$ cat src/rtl/fp32_div_ctrl_pkg.sv
// Shared types and constants for the FP32 divide controller.
// State encoding, special values, flag indices, operand classifier.
package fp32_div_pkg;

  typedef enum logic [2:0] {
    S_IDLE,
    S_LOAD,
    S_ITER,
    S_ROUND,
    S_DONE
  } state_e;

  typedef enum logic [2:0] {
    FC_ZERO,
    FC_SUB,
    FC_NORM,
    FC_INF,
    FC_NAN
  } fp_class_e;

  localparam logic [31:0] QNAN = 32'h7FC00000;
  localparam logic [31:0] PINF = 32'h7F800000;

  localparam int FL_NV = 4;
  localparam int FL_DZ = 3;
  localparam int FL_OF = 2;
  localparam int FL_UF = 1;
  localparam int FL_NX = 0;

  function automatic fp_class_e fp_class(
    input logic [31:0] x
  );
    fp_class_e c;
    logic e_max;
    logic e_min;
    logic m_z;
    e_max = (x[30:23] == 8'hFF);
    e_min = (x[30:23] == 8'h00);
    m_z   = (x[22:0] == 23'd0);
    unique case (1'b1)
      e_max && !m_z: c = FC_NAN;
      e_max &&  m_z: c = FC_INF;
      e_min &&  m_z: c = FC_ZERO;
      e_min && !m_z: c = FC_SUB;
      default:       c = FC_NORM;
    endcase
    return c;
  endfunction

endpackage

$ cat src/rtl/fp32_div_ctrl_if.sv
// Operand/result valid-ready bundle for the FP32 divide controller.
// master: producer/consumer side; slave: the controller.
interface fp32_div_ctrl_if;
  logic        in_valid;
  logic        in_ready;
  logic [31:0] in_a;
  logic [31:0] in_b;
  logic        out_valid;
  logic        out_ready;
  logic [31:0] out_q;
  logic [4:0]  out_flags;

  modport master (
    output in_valid, in_a, in_b, out_ready,
    input  in_ready, out_valid, out_q, out_flags
  );

  modport slave (
    input  in_valid, in_a, in_b, out_ready,
    output in_ready, out_valid, out_q, out_flags
  );
endinterface

$ cat src/rtl/fp32_div_ctrl_special.sv
// IEEE special-case decode for a/b: i_a, i_b in;
// o_special, o_q (packed result), o_flags {NV,DZ,OF,UF,NX} out.
module fp32_div_special
  import fp32_div_pkg::*;
(
  input  logic [31:0] i_a,
  input  logic [31:0] i_b,
  output logic        o_special,
  output logic [31:0] o_q,
  output logic [4:0]  o_flags
);

  fp_class_e w_ca;
  fp_class_e w_cb;
  logic      w_s;
  logic      w_nan;
  logic      w_za;
  logic      w_zb;
  logic      w_ia;
  logic      w_ib;

  assign w_ca  = fp_class(i_a);
  assign w_cb  = fp_class(i_b);
  assign w_s   = i_a[31] ^ i_b[31];
  assign w_nan = (w_ca == FC_NAN) || (w_cb == FC_NAN);
  assign w_za  = (w_ca == FC_ZERO);
  assign w_zb  = (w_cb == FC_ZERO);
  assign w_ia  = (w_ca == FC_INF);
  assign w_ib  = (w_cb == FC_INF);

  // Priority order matters: inf/0 must land on the inf rule, not DZ.
  always_comb begin
    o_special = 1'b1;
    o_q       = 32'd0;
    o_flags   = 5'd0;
    if (w_nan || (w_za && w_zb) || (w_ia && w_ib)) begin
      o_q            = QNAN;
      o_flags[FL_NV] = 1'b1;
    end else if (w_zb && !w_ia) begin
      o_q            = {w_s, PINF[30:0]};
      o_flags[FL_DZ] = 1'b1;
    end else if (w_ia) begin
      o_q = {w_s, PINF[30:0]};
    end else if (w_za || w_ib) begin
      o_q = {w_s, 31'd0};
    end else begin
      o_special = 1'b0;
    end
  end

endmodule

$ cat src/rtl/fp32_div_ctrl.sv
// Sequencer for the radix-4 SRT FP32 divider core.
// Ports: clk, rst (async, low), bus (operands/result), flush, busy, core_*.
module fp32_div_ctrl
  import fp32_div_pkg::*;
#(
  parameter int ITERS = 13,
  parameter int CNT_W = 4
) (
  input  logic                 clk,
  input  logic                 rst,
  fp32_div_ctrl_if.slave       bus,
  input  logic                 flush,
  output logic                 busy,
  output logic                 core_load,
  output logic                 core_en,
  output logic [31:0]          core_a,
  output logic [31:0]          core_b,
  input  logic [31:0]          core_q,
  input  logic [2:0]           core_flags
);

  state_e           r_state;
  state_e           w_next;
  logic [CNT_W-1:0] r_cnt;
  logic             r_load;
  logic             r_en;
  logic             r_oval;
  logic [31:0]      r_q;
  logic [4:0]       r_flags;
  logic [31:0]      r_a;
  logic [31:0]      r_b;
  logic             w_special;
  logic [31:0]      w_sq;
  logic [4:0]       w_sflags;
  logic             w_acc;

  fp32_div_special u_special (
    .i_a       (bus.in_a),
    .i_b       (bus.in_b),
    .o_special (w_special),
    .o_q       (w_sq),
    .o_flags   (w_sflags)
  );

  assign w_acc = (r_state == S_IDLE) && bus.in_valid && !flush;

  always_comb begin
    w_next = r_state;
    unique case (r_state)
      S_IDLE:
        if (bus.in_valid)
          w_next = w_special ? S_DONE : S_LOAD;
      S_LOAD:
        w_next = S_ITER;
      S_ITER:
        if (r_cnt == CNT_W'(ITERS - 1))
          w_next = S_ROUND;
      S_ROUND:
        w_next = S_DONE;
      S_DONE:
        if (bus.out_ready)
          w_next = S_IDLE;
      default:
        w_next = S_IDLE;
    endcase
    if (flush)
      w_next = S_IDLE;
  end

  // Strobes are registered from the next state so they line up
  // exactly with the state they belong to.
  always_ff @(posedge clk or negedge rst) begin
    if (!rst) begin
      r_state <= S_IDLE;
      r_cnt   <= '0;
      r_load  <= 1'b0;
      r_en    <= 1'b0;
      r_oval  <= 1'b0;
      r_q     <= 32'd0;
      r_flags <= 5'd0;
      r_a     <= 32'd0;
      r_b     <= 32'd0;
    end else begin
      r_state <= w_next;
      r_load  <= (w_next == S_LOAD);
      r_en    <= (w_next == S_ITER);
      r_oval  <= (w_next == S_DONE);
      if (flush || r_state == S_LOAD)
        r_cnt <= '0;
      else if (r_state == S_ITER)
        r_cnt <= r_cnt + CNT_W'(1);
      if (w_acc) begin
        r_a <= bus.in_a;
        r_b <= bus.in_b;
        if (w_special) begin
          r_q     <= w_sq;
          r_flags <= w_sflags;
        end
      end
      if (r_state == S_ROUND && !flush) begin
        r_q     <= core_q;
        r_flags <= {2'b00, core_flags};
      end
    end
  end

  assign bus.in_ready  = (r_state == S_IDLE);
  assign busy          = (r_state != S_IDLE);
  assign bus.out_valid = r_oval;
  assign bus.out_q     = r_q;
  assign bus.out_flags = r_flags;
  assign core_load     = r_load;
  assign core_en       = r_en;
  assign core_a        = r_a;
  assign core_b        = r_b;

endmodule
$ cat src/flat_wrapper.sv
// flat-port wrapper written by rule: the top's interface ports become plain ports
module fp32_div_ctrl_flat import fp32_div_pkg::*;
#(
  parameter int ITERS = 13,
  parameter int CNT_W = 4
)
  (clk, rst, flush, busy, core_load, core_en, core_a, core_b, core_q, core_flags, bus_in_valid, bus_in_a, bus_in_b, bus_out_ready, bus_in_ready, bus_out_valid, bus_out_q, bus_out_flags);
  fp32_div_ctrl_if bus_i ();
  input  logic clk;
  input  logic rst;
  input  logic flush;
  output logic busy;
  output logic core_load;
  output logic core_en;
  output logic [31:0] core_a;
  output logic [31:0] core_b;
  input  logic [31:0] core_q;
  input  logic [2:0] core_flags;
  input wire logic [$bits(bus_i.in_valid)-1:0] bus_in_valid;
  input wire logic [$bits(bus_i.in_a)-1:0] bus_in_a;
  input wire logic [$bits(bus_i.in_b)-1:0] bus_in_b;
  input wire logic [$bits(bus_i.out_ready)-1:0] bus_out_ready;
  output wire logic [$bits(bus_i.in_ready)-1:0] bus_in_ready;
  output wire logic [$bits(bus_i.out_valid)-1:0] bus_out_valid;
  output wire logic [$bits(bus_i.out_q)-1:0] bus_out_q;
  output wire logic [$bits(bus_i.out_flags)-1:0] bus_out_flags;
  assign bus_i.in_valid = bus_in_valid;
  assign bus_i.in_a = bus_in_a;
  assign bus_i.in_b = bus_in_b;
  assign bus_i.out_ready = bus_out_ready;
  assign bus_in_ready = bus_i.in_ready;
  assign bus_out_valid = bus_i.out_valid;
  assign bus_out_q = bus_i.out_q;
  assign bus_out_flags = bus_i.out_flags;
  fp32_div_ctrl #(.ITERS(ITERS), .CNT_W(CNT_W)) u_core (.clk(clk), .rst(rst), .bus(bus_i), .flush(flush), .busy(busy), .core_load(core_load), .core_en(core_en), .core_a(core_a), .core_b(core_b), .core_q(core_q), .core_flags(core_flags));
endmodule
$ cat config.mk
export PLATFORM = sky130hd
export DESIGN_NAME = fp32_div_ctrl_flat
export DESIGN_NICKNAME = d
export VERILOG_FILES = /design/src/rtl/fp32_div_ctrl_pkg.sv /design/src/rtl/fp32_div_ctrl_if.sv /design/src/rtl/fp32_div_ctrl_special.sv /design/src/rtl/fp32_div_ctrl.sv /design/src/flat_wrapper.sv
export SDC_FILE = /design/constraint.sdc
export NUM_CORES = 1
export LEC_CHECK = 0
export BUFFER_PORTS_ARGS = -buffer_cell sky130_fd_sc_hd__buf_2
export CORE_UTILIZATION = 45
export DETAILED_ROUTE_END_ITERATION = 8
export PLACE_DENSITY = 0.75
export SETUP_SLACK_MARGIN = 0.4
export SLEW_MARGIN = 25
export SYNTH_ARGS = -nofsm -noshare
export SYNTH_HDL_FRONTEND = slang
export SYNTH_HIERARCHICAL = 1
export SYNTH_SLANG_ARGS = --single-unit
$ cat constraint.sdc
create_clock -name clk -period 2.69 [get_ports clk]
set_clock_uncertainty 0.15 [all_clocks]
set_input_delay 0 -clock clk [delete_from_list [all_inputs] [get_ports clk]]
set_output_delay 0 -clock clk [all_outputs]
set_load 0.01 [all_outputs]
==> summary.md, run 1 <==
| Metric | Value |
|---|---|
| Top cells by count, synth | dfrtp_1, mux2_4, nand2_1, o21ai_0, mux2i_1 |
| R2R Path End | u_core/core_b[1]$_DFFE_PN0P_ |
| Final Slew Violations | 0 |
| Clock latency at the later pin of the worst-skew pair | 0.35 ns |
| CTS tree | built |
| Final wirelength | 16.0 mm |
| Nets@finish | 858 |
| Warning count from the yosys run | 6 |
| Setup TNS Final | 0 ns |
| CTS max path bufs | 2 |
| Via count | 4590 |
| Remaining Overflow, GRT | 0 |
| Top-count cell post-synth | dfrtp_1 |
| Layout area overhead | 49.9% |
| Clk slew on worst S/H paths | 0.07 ns |
| TritonCTS Sinks | 111 |
| Cts bufs inserted | 9 |
| Min Hold Slack | 0.0706 ns |
| Pleak | 3.85 nW |
| Hold Fails Final Rpt | 0 |
| Tmin final | 2.26 ns |
| Worst R2R Setup Slack | 0.49 ns |
| WL per Instance | 17.8 microns |
| Vias in the first global route | 4808 |
| GPL Wtd Cong | 0.815 |
| Count of state elements after synthesis | 111 |
| Largest cells by area after synthesis | dfrtp_1, mux2_4, mux2i_1, buf_4, o21ai_0 |
| CP Launch Type | primary input |
| CP required | 2.77 ns |
| Initial DRC count | 307 |
| Hold Crit Class | in -> async |
| Row count | 39 |
| Max Clk Rate | 442 MHz |
| Final core occ | 69.8% |
| Area after DPL | 0.00641 sq mm |
| Cell Pwr Density | 658 mW/mm^2 |
| Crit end category | flip-flop |
| Share of layout cells above drive strength 1 | 42.1% |
| Port-buffer cells | 209 |
| Vias per inst | 5.10 |
| Outcome | complete, but fails checks |
| Worst EP arrival | 2.35 ns |
| Mapped Avg Cell Area | 12.4 sq um |
| First-pass GRT wire length | 24.3 mm |
| H-tree depth | 3 |
| Mapped Cells | 434 |
| Overall power | 5.29 mW |
| Detail Route Antenna Nets | 0 |
| Violated checks | design-rule violations |
| Initial antenna violation count | 0 |
| Worst-path maximum fanout | 7 |
| WS Path Type | in -> reg |
| DP HPWL | 9.26 mm |
| Root buffer cell | clkbuf_16 |
| Die height | 111 microns |
| DRC Markers | 26 |
| Worst reg2reg path startpoint | u_core/r_state[1]$_DFF_PN0_ |
| Slew of the pin with the lowest slew margin | 0.640 ns |
| Asr flop ratio synth | 100% |
| Register-to-Register Path Depth | 6 |
| Worst slew margin | 57.4% |
| Die width | 111 microns |
| RSZ-0062 raised after global routing | true |
| Top-area cell type share of the netlist area | 51.8% |
| Synth cell types | 45 |
| Yosys top cell by area | dfrtp_1 |
| Top_reg_cell synth | dfrtp_1 |
| Mapped cell area | 0.00536 sq mm |
| Final instance area | 0.00803 sq mm |
| DIE AREA | 0.0124 sq mm |
| MaxCap Viol Count | 0 |
| Largest net degree at the start of global routing | 75 |
| Fin crit share | 84.1% |
| Seq/Total Area, Yosys | 51.8% |
| Max IR drop VDD | 0.478 mV |
| Diodes inserted | 0 |
| GRT Resource Usage Total | 25.1% |
| Initial Utilization | 46.5% |
| I/O pin total | 210 |
| Placeable Area | 0.0115 sq mm |
| Final setup vio count | 0 |
| Post-synth EDFFs | 0 |
| DRT Pass-1 Iters | 6 |
[power by group]
| group | leakage, nW | internal (mW) | total (mW) | switching (mW) |
|---|---|---|---|---|
| Combinational | 2.34 | 0.855 | 1.62 | 0.767 |
| Sequential | 1.37 | 2.08 | 2.32 | 0.240 |
| Clock | 0.138 | 0.747 | 1.34 | 0.598 |
| Total | 3.85 | 3.68 | 5.29 | 1.60 |
[cell type report]
class                   instances  area [sq um]
flip-flops and latches        111          2780
clock inverters                 5          57.6
clock buffers                  11           243
repair buffers                338          2430
inverters                       3          11.3
well taps                     143           179
fillers                       824          3480
multi-input cells             289          2330
[worst max-delay path, stage by stage]
cell           delay, ns
dlygate4sd3_1       0.57
buf_6               0.14
nor4_2              0.22
nand2_1             0.14
nor3_2              0.17
or4_4               0.19
nand4bb_4           0.13
a211o_4             0.43
clkbuf_16           0.19
nand2_1             0.08
o21ai_1             0.07
[registers in the layout, indices dropped and copies added (netlist names), 3 cells and up]
| signal | flops |
|---|---|
| u_core/bus.out_q | 32 |
| u_core/r_state | 3 |
| u_core/bus.out_flags | 5 |
| u_core/core_b | 32 |
| u_core/r_cnt | 4 |
| u_core/core_a | 32 |
[cells in the final DEF (no fill, tap or decap), types with 7 or more instances in the layout]
| cell | count |
|---|---|
| buf_2 | 207 |
| dfrtp_1 | 111 |
| dlygate4sd3_1 | 103 |
| mux2_4 | 50 |
| nand2_1 | 44 |
| mux2i_1 | 36 |
| o21ai_0 | 25 |
| conb_1 | 25 |
| o21ai_1 | 19 |
| clkbuf_16 | 13 |
| buf_4 | 12 |
| nor4_1 | 11 |
| mux2_1 | 10 |
| nor2_1 | 9 |
| nor3_1 | 7 |
[layer usage]
layer | vias to the layer above | GRT usage [%] | share of wire, %
li1 | 2108 | - | -
met1 | 2242 | 28.5 | 39
met2 | 187 | 45.3 | 51
met3 | 53 | 5.36 | 5.0
met4 | 0 | 11.4 | 4.1
met5 | - | 0 | 0
[cell families (layout without fill, tap and decap cells)]
| family | count (synthesis) | in the layout | share of synthesized area [%] |
|---|---|---|---|
| muxes | 100 | 100 | 23.7 |
| xor gates and xnor gates | 3 | 3 | 0.490 |
| buffers and inverters | 59 | 357 | 7.87 |
| adders and majority gates | 2 | 2 | 0.467 |
| DFF | 111 | 111 | 51.8 |
| and+or+nand+nor | 102 | 102 | 10.0 |
| other | 1 | 25 | 0.0700 |
| AOI/OAI and AO/OA | 56 | 57 | 5.60 |
[metrics by stage]
| step | setup slack [ns] | std cells |
|---|---|---|
| after floorplan | 0.589 | 458 |
| after global placement | 0.331 | 765 |
| after detailed placement | 0.205 | 765 |
| after CTS | 0.412 | 885 |
| after global routing | 0.361 | 900 |
| final | 0.429 | 900 |
[worst max path at each step]
stage | to | slack, ns | from | depth (start not counted)
after floorplan | u_core/bus.out_flags[2]$_DFFE_PN0P_ | 0.59 | bus_in_b[16] | 10
after global placement | u_core/bus.out_q[2]$_DFFE_PN0P_ | 0.33 | bus_in_a[10] | 10
after detailed placement | u_core/bus.out_q[23]$_DFFE_PN0P_ | 0.20 | bus_in_a[16] | 10
after CTS | u_core/bus.out_q[23]$_DFFE_PN0P_ | 0.41 | bus_in_b[26] | 11
after global routing | u_core/bus.out_q[17]$_DFFE_PN0P_ | 0.36 | bus_in_b[29] | 10
final | u_core/bus.out_q[19]$_DFFE_PN0P_ | 0.43 | bus_in_b[29] | 11
[what timing repair did]
action / in CTS / in global routing
buffers inserted: 0 / 4
endpoints found under the hold margin: 157 / 0
setup endpoints to repair: 0 / 37
resized for setup: 0 / 31
hold buffers: 104 / 0
Note: power is estimated with default switching activity, not from simulation.
==> inputs of run 2 (changes only) <==
- clock period: 2.69 -> 2.25 ns (I/O delays scaled with it)
==> summary.md, run 2 (synthesis results as in run 1) <==
| Metric | Value |
|---|---|
| Share of layout cells above drive strength 1 | 44.1% (+1.9 points) |
| Min Hold Slack | 0.00780 ns (-0.0628 ns) |
| Layout fillers | 811 (-1.6%) |
| DRC Markers | 24 (-7.7%) |
| Port-buffer cells | 209 (unchanged) |
| H-tree depth | 3 (unchanged) |
| Largest net degree at the start of global routing | 75 (unchanged) |
| Worst EP arrival | 2.04 ns (-0.31 ns) |
| Crit end category | flip-flop |
| Nets@finish | 861 (+0.35%) |
| Hold Crit Class | in -> async |
| Detail Route Antenna Nets | 0 (unchanged) |
| Cts bufs inserted | 9 (unchanged) |
| Final instance area | 0.00819 sq mm (+1.9%) |
| R2R Path End | u_core/core_a[4]$_DFFE_PN0P_ |
| Register-to-Register Path Depth | 7 (+1) |
| First-pass GRT wire length | 25.1 mm (+3.4%) |
| Int Power | 4.42 mW (+20%) |
| Crit-path cells | or3_4 -> inv_4 -> nand2_4 -> nor2_8 -> buf_12 -> clkbuf_16 -> mux2_4 |
| Vias in the first global route | 4804 (-0.083%) |
| Via count | 4610 (+0.44%) |
| Layout area overhead | 52.8% |
| Seq pwr share | 43.4% (-0.5 points) |
| Slew of the pin with the lowest slew margin | 0.508 ns (-0.131 ns) |
| CP peak stage delay | 0.42 ns (-0.15 ns) |
| TritonCTS Sinks | 111 (unchanged) |
| Hold Fails Final Rpt | 0 (unchanged) |
| CP Launch Type | flip-flop |
| Overall power | 6.44 mW (+22%) |
| DP HPWL | 9.39 mm (+1.4%) |
| Row count | 39 (unchanged) |
| DIE AREA | 0.0124 sq mm (unchanged) |
| WL per Instance | 17.9 microns (+0.95%) |
| Commonest cells after routing, fill and taps aside | buf_2, dfrtp_1, dlygate4sd3_1 |
| Diodes inserted | 0 (unchanged) |
| Outcome | complete, but fails checks |
| RSZ-0062 raised after global routing | true |
| Tmin final | 1.94 ns |
| Max Clk Rate | 515 MHz |
| Setup TNS Final | 0 ns (unchanged) |
| Initial Utilization | 46.5% (unchanged) |
| Switching power | 2.02 mW (+26%) |
| GRT Resource Usage Total | 26.2% (+1.1 points) |
| CP max stage cell | or3_4 |
| Die width | 111 microns (unchanged) |
| Clock latency at the later pin of the worst-skew pair | 0.35 ns (about the same) |
| Cell Pwr Density | 786 mW/mm^2 (+19%) |
| Switching fraction of total power | 31.3% (+0.99 points) |
| Violated checks | design-rule violations |
| Placeable Area | 0.0115 sq mm (unchanged) |
| Initial DRC count | 309 (+0.65%) |
| Area after DPL | 0.00653 sq mm (+1.9%) |
| I/O pin total | 210 (unchanged) |
| DRT Pass-1 Iters | 7 (+1) |
| CTS max path bufs | 2 (unchanged) |
| Initial antenna violation count | 0 (unchanged) |
| Worst-path maximum fanout | 7 (unchanged) |
| Worst R2R Setup Slack | 0.31 ns (-0.18 ns) |
| Remaining Overflow, GRT | 0 (unchanged) |
| Commonest non-fill, non-tap cell in the layout | buf_2 |
| Comb pwr share | 32.2% (+1.5 points) |
| Final setup vio count | 0 (unchanged) |
| Pleak | 3.93 nW (+2.1%) |
| Max IR drop VDD | 0.400 mV (-16%) |
| Placed cell count | 769 (+0.52%) |
| WS Path Type | reg -> reg |
| CP required | 2.35 ns (-0.42 ns) |
| CTS tree | built |
| Die height | 111 microns (unchanged) |
| Final Slew Violations | 0 (unchanged) |
| Final wirelength | 16.2 mm (+1.3%) |
| Final std cells w/o fill | 903 (+0.33%) |
| Worst slew margin | 66.1% (+8.8 points) |
| GPL Wtd Cong | 0.822 (+0.90%) |
| Clk slew on worst S/H paths | 0.08 ns (about the same) |
| Fin crit share | 86.3% |
| Clock share of power | 24.4% (-1.0 points) |
| Root buffer cell | clkbuf_16 |
| Worst reg2reg path startpoint | u_core/r_state[0]$_DFF_PN0_ |
| Vias per inst | 5.11 (+0.10%) |
| MaxCap Viol Count | 0 (unchanged) |
## run 2: cell types whose count changed in the layout (fill, tap and decap cells not counted), moves of 2 or more
cell | before | now
clkinvlp_4 | 3 | 1
buf_16 | 0 | 5
inv_6 | 0 | 3
mux2_2 | 4 | 0
mux2_4 | 50 | 64
buf_6 | 6 | 1
mux2_1 | 10 | 0
o21ai_0 | 25 | 7
buf_4 | 12 | 14
o21ai_1 | 19 | 37
## run 2: critical path: cells and delay by family (launching register included)
kind	cells	cell delay (ns)
flops	1	0.38
mux	1	0.30
buf+inv	3	0.41
simple gates	3	0.59
## run 2: area by class of cell
cell class	instances	area, sq um	area share [%]
multi-input combinational	288	2370	29.0
clock buffer	10	239	2.92
clock inverter	6	50.0	0.611
timing repair buffer	342	2560	31.2
inverter	3	13.8	0.168
sequential	111	2780	33.9
tap	143	179	2.19
## run 2: routing by layer
layer	vias to the layer above	share of wire [%]	GRT usage [%]	routed length (microns)
met5	-	0	0	0
met4	0	4.6	13.7	737
met3	59	4.5	3.83	724
met2	171	52	47.6	8460
met1	2256	39	29.8	6280
li1	2124	-	-	-
## run 2: stage by stage
stage	util (%)	worst slack [ns]
3_3_place_gp	56.7	0.100
5_1_grt	71.1	0.238
6_report	71.1	0.308
2_1_floorplan	-	0.208
3_5_place_dp	56.7	0.0745
4_1_cts	69.9	0.331
## run 2: worst max-delay path by stage
stage                     slack [ns]  depth (start not counted)                                  end                        start
after floorplan                 0.21                          7         u_core/core_a[0]$_DFFE_PN0P_  u_core/r_state[1]$_DFF_PN0_
after global placement           0.1                         10  u_core/bus.out_flags[2]$_DFFE_PN0P_                 bus_in_b[10]
after detailed placement        0.07                          8     u_core/bus.out_q[31]$_DFFE_PN0P_                 bus_in_a[10]
after CTS                       0.33                          7        u_core/core_b[22]$_DFFE_PN0P_  u_core/r_state[2]$_DFF_PN0_
after global routing            0.24                          9     u_core/bus.out_q[28]$_DFFE_PN0P_                 bus_in_b[16]
final                           0.31                          7         u_core/core_a[4]$_DFFE_PN0P_  u_core/r_state[0]$_DFF_PN0_
## run 2: what timing repair did
item | 4_1_cts | 5_1_grt
hold endpoints to repair | 186 | 1
gates cloned | 4 | 4
pin swaps | 2 | 4
hold buffers | 102 | 1
endpoints found under the setup margin | 60 | 103
resized for setup | 13 | 4
buffers inserted | 6 | 1
## run 2: power by group through the flow
| stage | Clock (mW) | Combinational, mW | Sequential [mW] |
|---|---|---|---|
| floorplan | 0 | 0.779 | 3.01 |
| global placement | 0 | 1.74 | 2.77 |
| detailed placement | 0 | 1.78 | 2.80 |
| CTS | 1.59 | 2.01 | 2.78 |
| global route | 1.67 | 2.21 | 2.85 |
| finish | 1.57 | 2.08 | 2.79 |
